## config.mk

```make
export PLATFORM = sky130hd
export DESIGN_NAME = cnn_conv_seq_ctrl
export DESIGN_NICKNAME = d
export VERILOG_FILES = /design/src/rtl/cnn_conv_seq_ctrl.sv
export SDC_FILE = /design/constraint.sdc
export NUM_CORES = 1
export LEC_CHECK = 0
export ABC_AREA = 1
export CORE_UTILIZATION = 50
export CTS_CLUSTER_SIZE = 24
export DETAILED_ROUTE_END_ITERATION = 6
export GPL_TIMING_DRIVEN = 0
export PLACE_DENSITY = 0.73
export SYNTH_ARGS = -nofsm -noshare
export SYNTH_HDL_FRONTEND = slang
export SYNTH_SLANG_ARGS = --single-unit
export TNS_END_PERCENT = 30
```

## constraint.sdc

```tcl
create_clock -name clk -period 4.5 [get_ports clk]
set_input_delay 0.675 -clock clk [delete_from_list [all_inputs] [get_ports clk]]
set_output_delay 0.675 -clock clk [all_outputs]
set_load 0.02 [all_outputs]
```

## src/rtl/cnn_conv_seq_ctrl.sv

```systemverilog
//------------------------------------------------------------------------------
// Module      : cnn_conv_seq_ctrl
// Description : Frame sequencer for the line-buffer + KXxKY cnn_kernel path:
//               raster pixel intake, window-valid strobing, result drain.
// Revision    : 1.0 - initial release
//------------------------------------------------------------------------------
`timescale 1ns/1ps
`default_nettype none

module cnn_conv_seq_ctrl #(
    parameter int IMG_W      = 28,
    parameter int IMG_H      = 28,
    parameter int KX         = 5,
    parameter int KY         = 5,
    parameter int POS_BW     = 5,
    parameter int OUT_CNT_BW = 10
) (
    input  logic                  clk,
    input  logic                  reset_n,
    input  logic                  i_start,
    input  logic                  i_pix_valid,
    output logic                  o_pix_ready,
    output logic                  o_win_valid,
    output logic [POS_BW-1:0]     o_row,
    output logic [POS_BW-1:0]     o_col,
    input  logic                  i_ker_ot_valid,
    output logic [OUT_CNT_BW-1:0] o_out_cnt,
    output logic                  o_busy,
    output logic                  o_done,
    output logic                  o_err
);

    localparam int C_N_OUT = (IMG_H - KY + 1) * (IMG_W - KX + 1);

    localparam logic [POS_BW-1:0]     C_COL_LAST = POS_BW'(IMG_W - 1);
    localparam logic [POS_BW-1:0]     C_ROW_LAST = POS_BW'(IMG_H - 1);
    localparam logic [POS_BW-1:0]     C_COL_MIN  = POS_BW'(KX - 1);
    localparam logic [POS_BW-1:0]     C_ROW_MIN  = POS_BW'(KY - 1);
    localparam logic [POS_BW-1:0]     C_POS_ONE  = POS_BW'(1);
    localparam logic [OUT_CNT_BW-1:0] C_CNT_MAX  = OUT_CNT_BW'(C_N_OUT);
    localparam logic [OUT_CNT_BW-1:0] C_CNT_ONE  = OUT_CNT_BW'(1);

    typedef enum logic [1:0] {
        S_IDLE  = 2'd0,
        S_RUN   = 2'd1,
        S_DRAIN = 2'd2,
        S_DONE  = 2'd3
    } state_t;

    state_t r_state;
    state_t w_next;

    logic [POS_BW-1:0]     r_nrow;
    logic [POS_BW-1:0]     r_ncol;
    logic [POS_BW-1:0]     r_row;
    logic [POS_BW-1:0]     r_col;
    logic [OUT_CNT_BW-1:0] r_cnt;
    logic                  r_win;
    logic                  r_busy;
    logic                  r_done;
    logic                  r_err;

    logic w_accept;
    logic w_last_pix;
    logic w_full_win;
    logic w_cnt_full;
    logic w_counting;
    logic w_cnt_inc;
    logic w_err_set;
    logic w_start;

    assign o_pix_ready = (r_state == S_RUN);
    assign w_accept    = i_pix_valid && o_pix_ready;
    assign w_start     = (r_state == S_IDLE) && i_start;

    // r_nrow/r_ncol hold the coordinates the next accepted pixel will take
    assign w_last_pix  = (r_nrow == C_ROW_LAST) && (r_ncol == C_COL_LAST);
    assign w_full_win  = (r_nrow >= C_ROW_MIN) && (r_ncol >= C_COL_MIN);

    assign w_cnt_full  = (r_cnt == C_CNT_MAX);
    assign w_counting  = (r_state == S_RUN) || (r_state == S_DRAIN);
    assign w_cnt_inc   = i_ker_ot_valid && w_counting && !w_cnt_full;
    // Any result the controller cannot account for is an error
    assign w_err_set   = i_ker_ot_valid && !w_cnt_inc;

    always_comb begin
        w_next = r_state;
        case (r_state)
            S_IDLE:  if (i_start) w_next = S_RUN;
            S_RUN:   if (w_accept && w_last_pix) w_next = S_DRAIN;
            S_DRAIN: if (w_cnt_full) w_next = S_DONE;
            S_DONE:  w_next = S_IDLE;
            default: w_next = S_IDLE;
        endcase
    end

    always_ff @(posedge clk or negedge reset_n) begin
        if (!reset_n) begin
            r_state <= S_IDLE;
            r_busy  <= 1'b0;
            r_done  <= 1'b0;
            r_win   <= 1'b0;
        end else begin
            r_state <= w_next;
            r_busy  <= (w_next == S_RUN) || (w_next == S_DRAIN);
            r_done  <= (w_next == S_DONE);
            r_win   <= w_accept && w_full_win;
        end
    end

    always_ff @(posedge clk or negedge reset_n) begin
        if (!reset_n) begin
            r_nrow <= '0;
            r_ncol <= '0;
            r_row  <= '0;
            r_col  <= '0;
        end else if (w_start) begin
            r_nrow <= '0;
            r_ncol <= '0;
            r_row  <= '0;
            r_col  <= '0;
        end else if (w_accept) begin
            r_row <= r_nrow;
            r_col <= r_ncol;
            if (r_ncol == C_COL_LAST) begin
                r_ncol <= '0;
                r_nrow <= r_nrow + C_POS_ONE;
            end else begin
                r_ncol <= r_ncol + C_POS_ONE;
            end
        end
    end

    // Start clears the result bookkeeping even if a stray result coincides
    always_ff @(posedge clk or negedge reset_n) begin
        if (!reset_n) begin
            r_cnt <= '0;
            r_err <= 1'b0;
        end else if (w_start) begin
            r_cnt <= '0;
            r_err <= 1'b0;
        end else begin
            if (w_cnt_inc) r_cnt <= r_cnt + C_CNT_ONE;
            if (w_err_set) r_err <= 1'b1;
        end
    end

    assign o_win_valid = r_win;
    assign o_row       = r_row;
    assign o_col       = r_col;
    assign o_out_cnt   = r_cnt;
    assign o_busy      = r_busy;
    assign o_done      = r_done;
    assign o_err       = r_err;

endmodule

`default_nettype wire

```

; ---- After elaboration in Yosys (flattened, before gate mapping)
; Cells that the tools add are included.
[classes]
mux = 18
magnitude_cmp = 2
n_eq_ne = 9
reduce_logical = 19
addsub = 3
[op_table]
columns = operator, count
row1 = 2-to-1 mux 5 bit, 10
row2 = 2-to-1 mux 10 bit, 2
row3 = adder 10 x 1 -> 10 bit (second input constant), 1
row4 = adder 5 x 1 -> 5 bit (second input constant), 2
row5 = == test 10 bit (second input constant), 1
row6 = == test 5 bit (second input constant), 2
row7 = greater-or-equal comparator 5 x 3 -> 1 bit (second input constant), 2
row8 = logical AND 1 bit, 9
row9 = == test 2 bit (second input constant), 4
row10 = case mux 2 bit (4 select lines), 1
row11 = nonzero test 2 bit, 4
row12 = 2-to-1 mux 2 bit, 3
row13 = == test 2 x 1 -> 1 bit (second input constant), 2
row14 = zero test 1 bit, 2
row15 = zero test 2 bit, 1
row16 = logical OR 1 bit, 2
row17 = 2-to-1 mux 1 bit, 2
row18 = AND reduction 2 bit, 1
[word_totals]
in_bits = 5
wordCells = 61
regBits = 36
output_inout_bits = 25

; ---- Logic depth before layout (Yosys ltp)
; Gate-level depths: netlist of run 1.
[logic_depth]
word_depth = 8
mapped_depth = 10
mapped_depth_nobuf = 10

; ---- Worst setup path before layout of run 1
; No wires, ideal clock.
[synth_timing]
path_type = flip-flop to flip-flop
from = register r_state[1]
to = register r_busy (netlist: o_busy)
path_buffers = 0
setup_slack_ps = 2676
required_time_ps = 4374
period_less_slack_ps = 1824
setup_ps = 126
t_arrival_ps = 1698
stages_incl_launch_ff = 10
cell_sequence = dfrtp_1 > inv_1 > ha_1 > nand2_2 > nor2_1 > nand3_1 > nand2_1 > nand2_1 > a21oi_1 > ha_1
[synth_between]
elab_chain_cells = 7
elab_cells_between_ends = 13
classes_between = 5 x eq/ne / 4 x mux / 4 x reduce/logical
[synth_rtl]
columns = item, line
row1 = start: declaration, 50  ; state_t r_state;
row2 = start signal: assignment, 104  ; r_state <= w_next;
row3 = == test 2 x 1 -> 1 bit (*), 72  ; assign o_pix_ready = (r_state == S_RUN);
row4 = via o_pix_ready, 22  ; output logic o_pix_ready,
row5 = logical AND 1 bit, 73  ; assign w_accept = i_pix_valid && o_pix_ready;
row6 = logical AND 1 bit, 90  ; S_RUN: if (w_accept && w_last_pix) w_next = S_DRAIN;
row7 = 2-to-1 mux 2 bit, 90
row8 = case mux 2 bit (4 select lines) (*), 88  ; case (r_state)
row9 = via w_next[1], 51  ; state_t w_next;
row10 = == test 2 x 1 -> 1 bit or == test 2 bit (tied branches), 105  ; r_busy <= (w_next == S_RUN) || (w_next == S_DRAIN);
row11 = logical OR 1 bit (*), 105
row12 = end signal: assignment, 105
row13 = end: declaration, 59  ; logic r_busy;
; The timed path passes the listed nets; every way through them passes the cells marked *.
; A chain may end at the register's enable or synchronous reset.

; ---- Final worst setup path of run 1
[layout_timing]
from = register r_state[1]
to = output port o_pix_ready
[layout_between]
elab_chain_cells = 1
[layout_rtl]
columns = item, line
row1 = == test 2 x 1 -> 1 bit, 72
row2 = end: declaration, 22
; No other way between the ends.

==> results of run 1 <==
[per-layer routing]
metal  global-route usage, %  wire length [um]  vias up  share of wire [%]
met4                    6.94                38        0               0.95
li1                        -                 -      824                  -
met1                    29.0              1960      759                 49
met5                       0                 0        -                  0
met2                    36.3              1860       38                 46
met3                    5.71               158        4                3.9
[state kept, by name (all words and copies together), names as in the netlist]
| signal | cells |
|---|---|
| o_out_cnt | 10 |
| o_col | 5 |
| o_row | 5 |
| r_ncol | 5 |
| r_nrow | 5 |
| r_state | 2 |
| o_busy | 1 |
| o_done | 1 |
| o_err | 1 |
| o_win_valid | 1 |
[cell usage in the layout, fill, tap and decap left out]
cell             count
nand2_1             54
dfrtp_1             36
clkdlybuf4s50_1     28
inv_1               27
nand3_1             16
nor2_1              15
nand4_1             12
o21ai_1             11
o21ai_0             11
ha_1                11
a21oi_1              6
clkbuf_8             5
nor2_2               4
xor2_1               4
inv_2                3
nand2_2              2
buf_6                2
nor3_1               2
nand2_4              2
buf_4                2
nor2_4               2
a311oi_1             1
o21ai_2              1
a21boi_1             1
a22o_1               1
nand3_2              1
clkinv_4             1
o21bai_1             1
or2_2                1
xnor2_1              1
clkinv_2             1
clkinvlp_4           1
bufinv_16            1
buf_2                1
[logic make-up (layout without fill, tap and decap cells)]
family / after synthesis / count (layout) / synth area share, %
XOR/XNOR: 5 / 5 / 2.25
AO/OA/AOI/OAI: 33 / 33 / 9.33
AND/OR/NAND/NOR: 111 / 111 / 26.9
flip-flops: 36 / 36 / 46.3
adder cells (fa/ha/maj): 11 / 11 / 7.07
buffers and inverters: 35 / 72 / 8.17
[cell usage after synthesis, drive strengths merged]
cell type | number | share of area (%)
xnor2 | 1 | 0.45
inv | 30 | 5.8
ha | 11 | 7.1
nand2 | 58 | 12
nand3 | 17 | 4.6
a311oi | 1 | 0.45
xor2 | 4 | 1.8
clkinv | 1 | 0.45
a21oi | 6 | 1.5
or2 | 1 | 0.32
nand4 | 12 | 3.9
nor2 | 21 | 5.3
nor3 | 2 | 0.51
dfrtp | 36 | 46
a22o | 1 | 0.45
a21boi | 1 | 0.39
o21bai | 1 | 0.39
buf | 4 | 1.9
o21ai | 23 | 6.1
[worst min-delay path by stage]
stage | startpoint | to | cells past startpoint
6_report | reset_n | r_nrow[3] | 1
3_3_place_gp | o_row[2] | o_row[2] | 2
4_1_cts | reset_n | o_row[4] | 1
3_5_place_dp | o_row[0] | o_row[0] | 2
5_1_grt | o_col[2] | o_col[2] | 2
2_1_floorplan | reset_n | o_busy | 0
[per-stage QoR]
step / cell area [um^2] / power, mW / cells / hold WS (ps) / utilization [%]
after detailed placement: 2290 / 1.26 / 308 / 473 / 62.1
after floorplan: 1950 / 0.997 / 231 / 379 / -
after global placement: 2300 / 1.24 / 308 / 465 / 62.2
after global routing: 2400 / 1.66 / 316 / 522 / 65.1
final: 2400 / 1.54 / 316 / 462 / 65.1
after CTS: 2400 / 1.55 / 316 / 488 / 65.1
[worst max-delay path, cell delays in order, from the launching register on]
cell	delay, ps
dfrtp_1	400
inv_1	150
ha_1	310
clkdlybuf4s50_1	650
[area by class of cell]
cell class                 instances  share of cell area, %
tap                               48                   2.50
sequential                        36                   37.5
multi-input combinational        160                   36.9
clock buffer                       5                   2.86
clock inverter                     3                   1.77
inverter                          31                   5.05
timing repair buffer              29                   11.9
buffer                             4                   1.56
[power breakdown]
part | switching, mW | internal, mW
clock | 0.123 | 0.164
combinational | 0.433 | 0.287
sequential | 0.0887 | 0.445
total | 0.645 | 0.895
==> results.sh, run 1 <==
export IMPL_max_slew_margin_rel_pct=47.8
export IMPL_arrival_ps=1780
export IMPL_rrSetupSlack_ps=2560
export IMPL_netlist_area_um2=1950
export IMPL_die_x_um=64.4
export IMPL_port_buffers=29
export IMPL_hold_buffers=0
export IMPL_die_h_um=64.4
export IMPL_drive_gt1_share_pct=11.2
export IMPL_io_pins=30
export IMPL_final_setup_viol_count=0
export IMPL_cts_root_buffer="clkbuf_8"
export IMPL_rr_startpoint="r_state[1]"
export IMPL_hp_class="in -> async"
export IMPL_core_area_um2=3690
export IMPL_cap_viol_max_count=0
export IMPL_routedWlPerCell_um=12.7
export IMPL_numCtsBuffers=5
export IMPL_drt_initial_drc_count=131
export IMPL_vias=1625
export IMPL_routed_via_density=5.14
export IMPL_row_count=22
export IMPL_cts_sinks=36
export IMPL_worstPathMaxFanout=5
export IMPL_dieArea_um2=4140
export IMPL_worstReg2RegEnd="o_busy"
export IMPL_netlist_instances=231
export IMPL_firstDrtPassIters=4
export IMPL_slew_violations=0
export IMPL_hpwl_um=2840
export IMPL_diodes=0
export IMPL_cts_resized=0
export IMPL_fillers=326
export IMPL_powerDensity_nw_per_um2=641
export IMPL_period_share_pct=54.6
export IMPL_yosys_warnings=0
export IMPL_skew_ps=8.75
export IMPL_gp_congestion=0.835
export IMPL_clock_path_buffers=2
export IMPL_max_freq_ghz=0.407
export IMPL_cts_tree="done"
export IMPL_seqCellArea_um2=901
export IMPL_crit_start="r_state[1]"
export IMPL_crit_path_end="o_pix_ready"
export IMPL_grt_pass1_wl_um=7010
export IMPL_cts_max_level=2
export IMPL_antenna_found_initial=0
export IMPL_worst_pin_slew_ps=783
export IMPL_ys_ff_latch=36
export IMPL_dpl_worst_slack_ps=2200
export IMPL_hold_viol=0
export IMPL_layout_setup_ws_ps=2040
export IMPL_multi_input_area_um2=886
export IMPL_status="complete, no violations"
export IMPL_antenna_left=0
export IMPL_ir_worst_vdd_v=0.000334
export IMPL_synth_cell_types=28
export IMPL_remaining_drc_errors=0
export IMPL_reg2reg_depth=8
export IMPL_grt_setup_unrepaired="false"
export IMPL_synth_area_per_cell_um2=8.42
export IMPL_fin_crit_ps=2460
export IMPL_clock_latency_ps=290
export IMPL_finalWirelength_um=4020
export IMPL_worst_setup_path_end_kind="output port"
export IMPL_synth_nets=247
export IMPL_grt_max_degree=37
export IMPL_start_util_pct=52.7
export IMPL_required_ps=3830
export IMPL_post_cts_buffers=0
export IMPL_grtUsageTotal_pct=22.3
export IMPL_globalRoute_totalOverflow=0
export IMPL_p_leak_nw=1.15
export IMPL_finalSetupTns_ps=0
export IMPL_grt_pass1_vias=1595
export IMPL_finalNetCount=283
export IMPL_clkSlewWorstSetupHoldPaths_ps=80
export IMPL_seq_area_frac_synth_pct=46.3
export IMPL_crit_type="reg -> out"
export IMPL_cp_start_kind="flop"
export IMPL_syn_to_final_growth_pct=23.5
(Power assumes the default switching activity.)
==> run 2: changes to the inputs <==
==> constraint.sdc (replaced) <==
create_clock -name clk -period 2.3 [get_ports clk]
set_input_delay 0.345 -clock clk [delete_from_list [all_inputs] [get_ports clk]]
set_output_delay 0.345 -clock clk [all_outputs]
set_load 0.02 [all_outputs]
==> results of run 2 <==
The final DEF is identical to that of run 1. Status: complete, no violations.
Main changes from that run: setup slack after placement 2200 ps -> 325 ps; setup slack after layout 2040 ps -> 173 ps; hold slack 462 ps -> 132 ps; register-to-register setup slack 2560 ps -> 360 ps; total power 1.54 mW -> 3.01 mW; worst IR drop on VDD 0.000334 V -> 0.000654 V
==> run 3: changes to the inputs <==
--- a/config.mk
+++ b/config.mk
@@ -6,6 +6,7 @@
 export NUM_CORES = 1
 export LEC_CHECK = 0
 export ABC_AREA = 1
+export CAP_MARGIN = 20
 export CORE_UTILIZATION = 50
 export CTS_CLUSTER_SIZE = 24
 export DETAILED_ROUTE_END_ITERATION = 6
==> results of run 3 <==
The final DEF is identical to that of run 1. Status: complete, no violations.
Main changes from that run: setup slack after placement 2200 ps -> 325 ps; setup slack after layout 2040 ps -> 173 ps; hold slack 462 ps -> 132 ps; register-to-register setup slack 2560 ps -> 360 ps; total power 1.54 mW -> 3.01 mW; worst IR drop on VDD 0.000334 V -> 0.000654 V
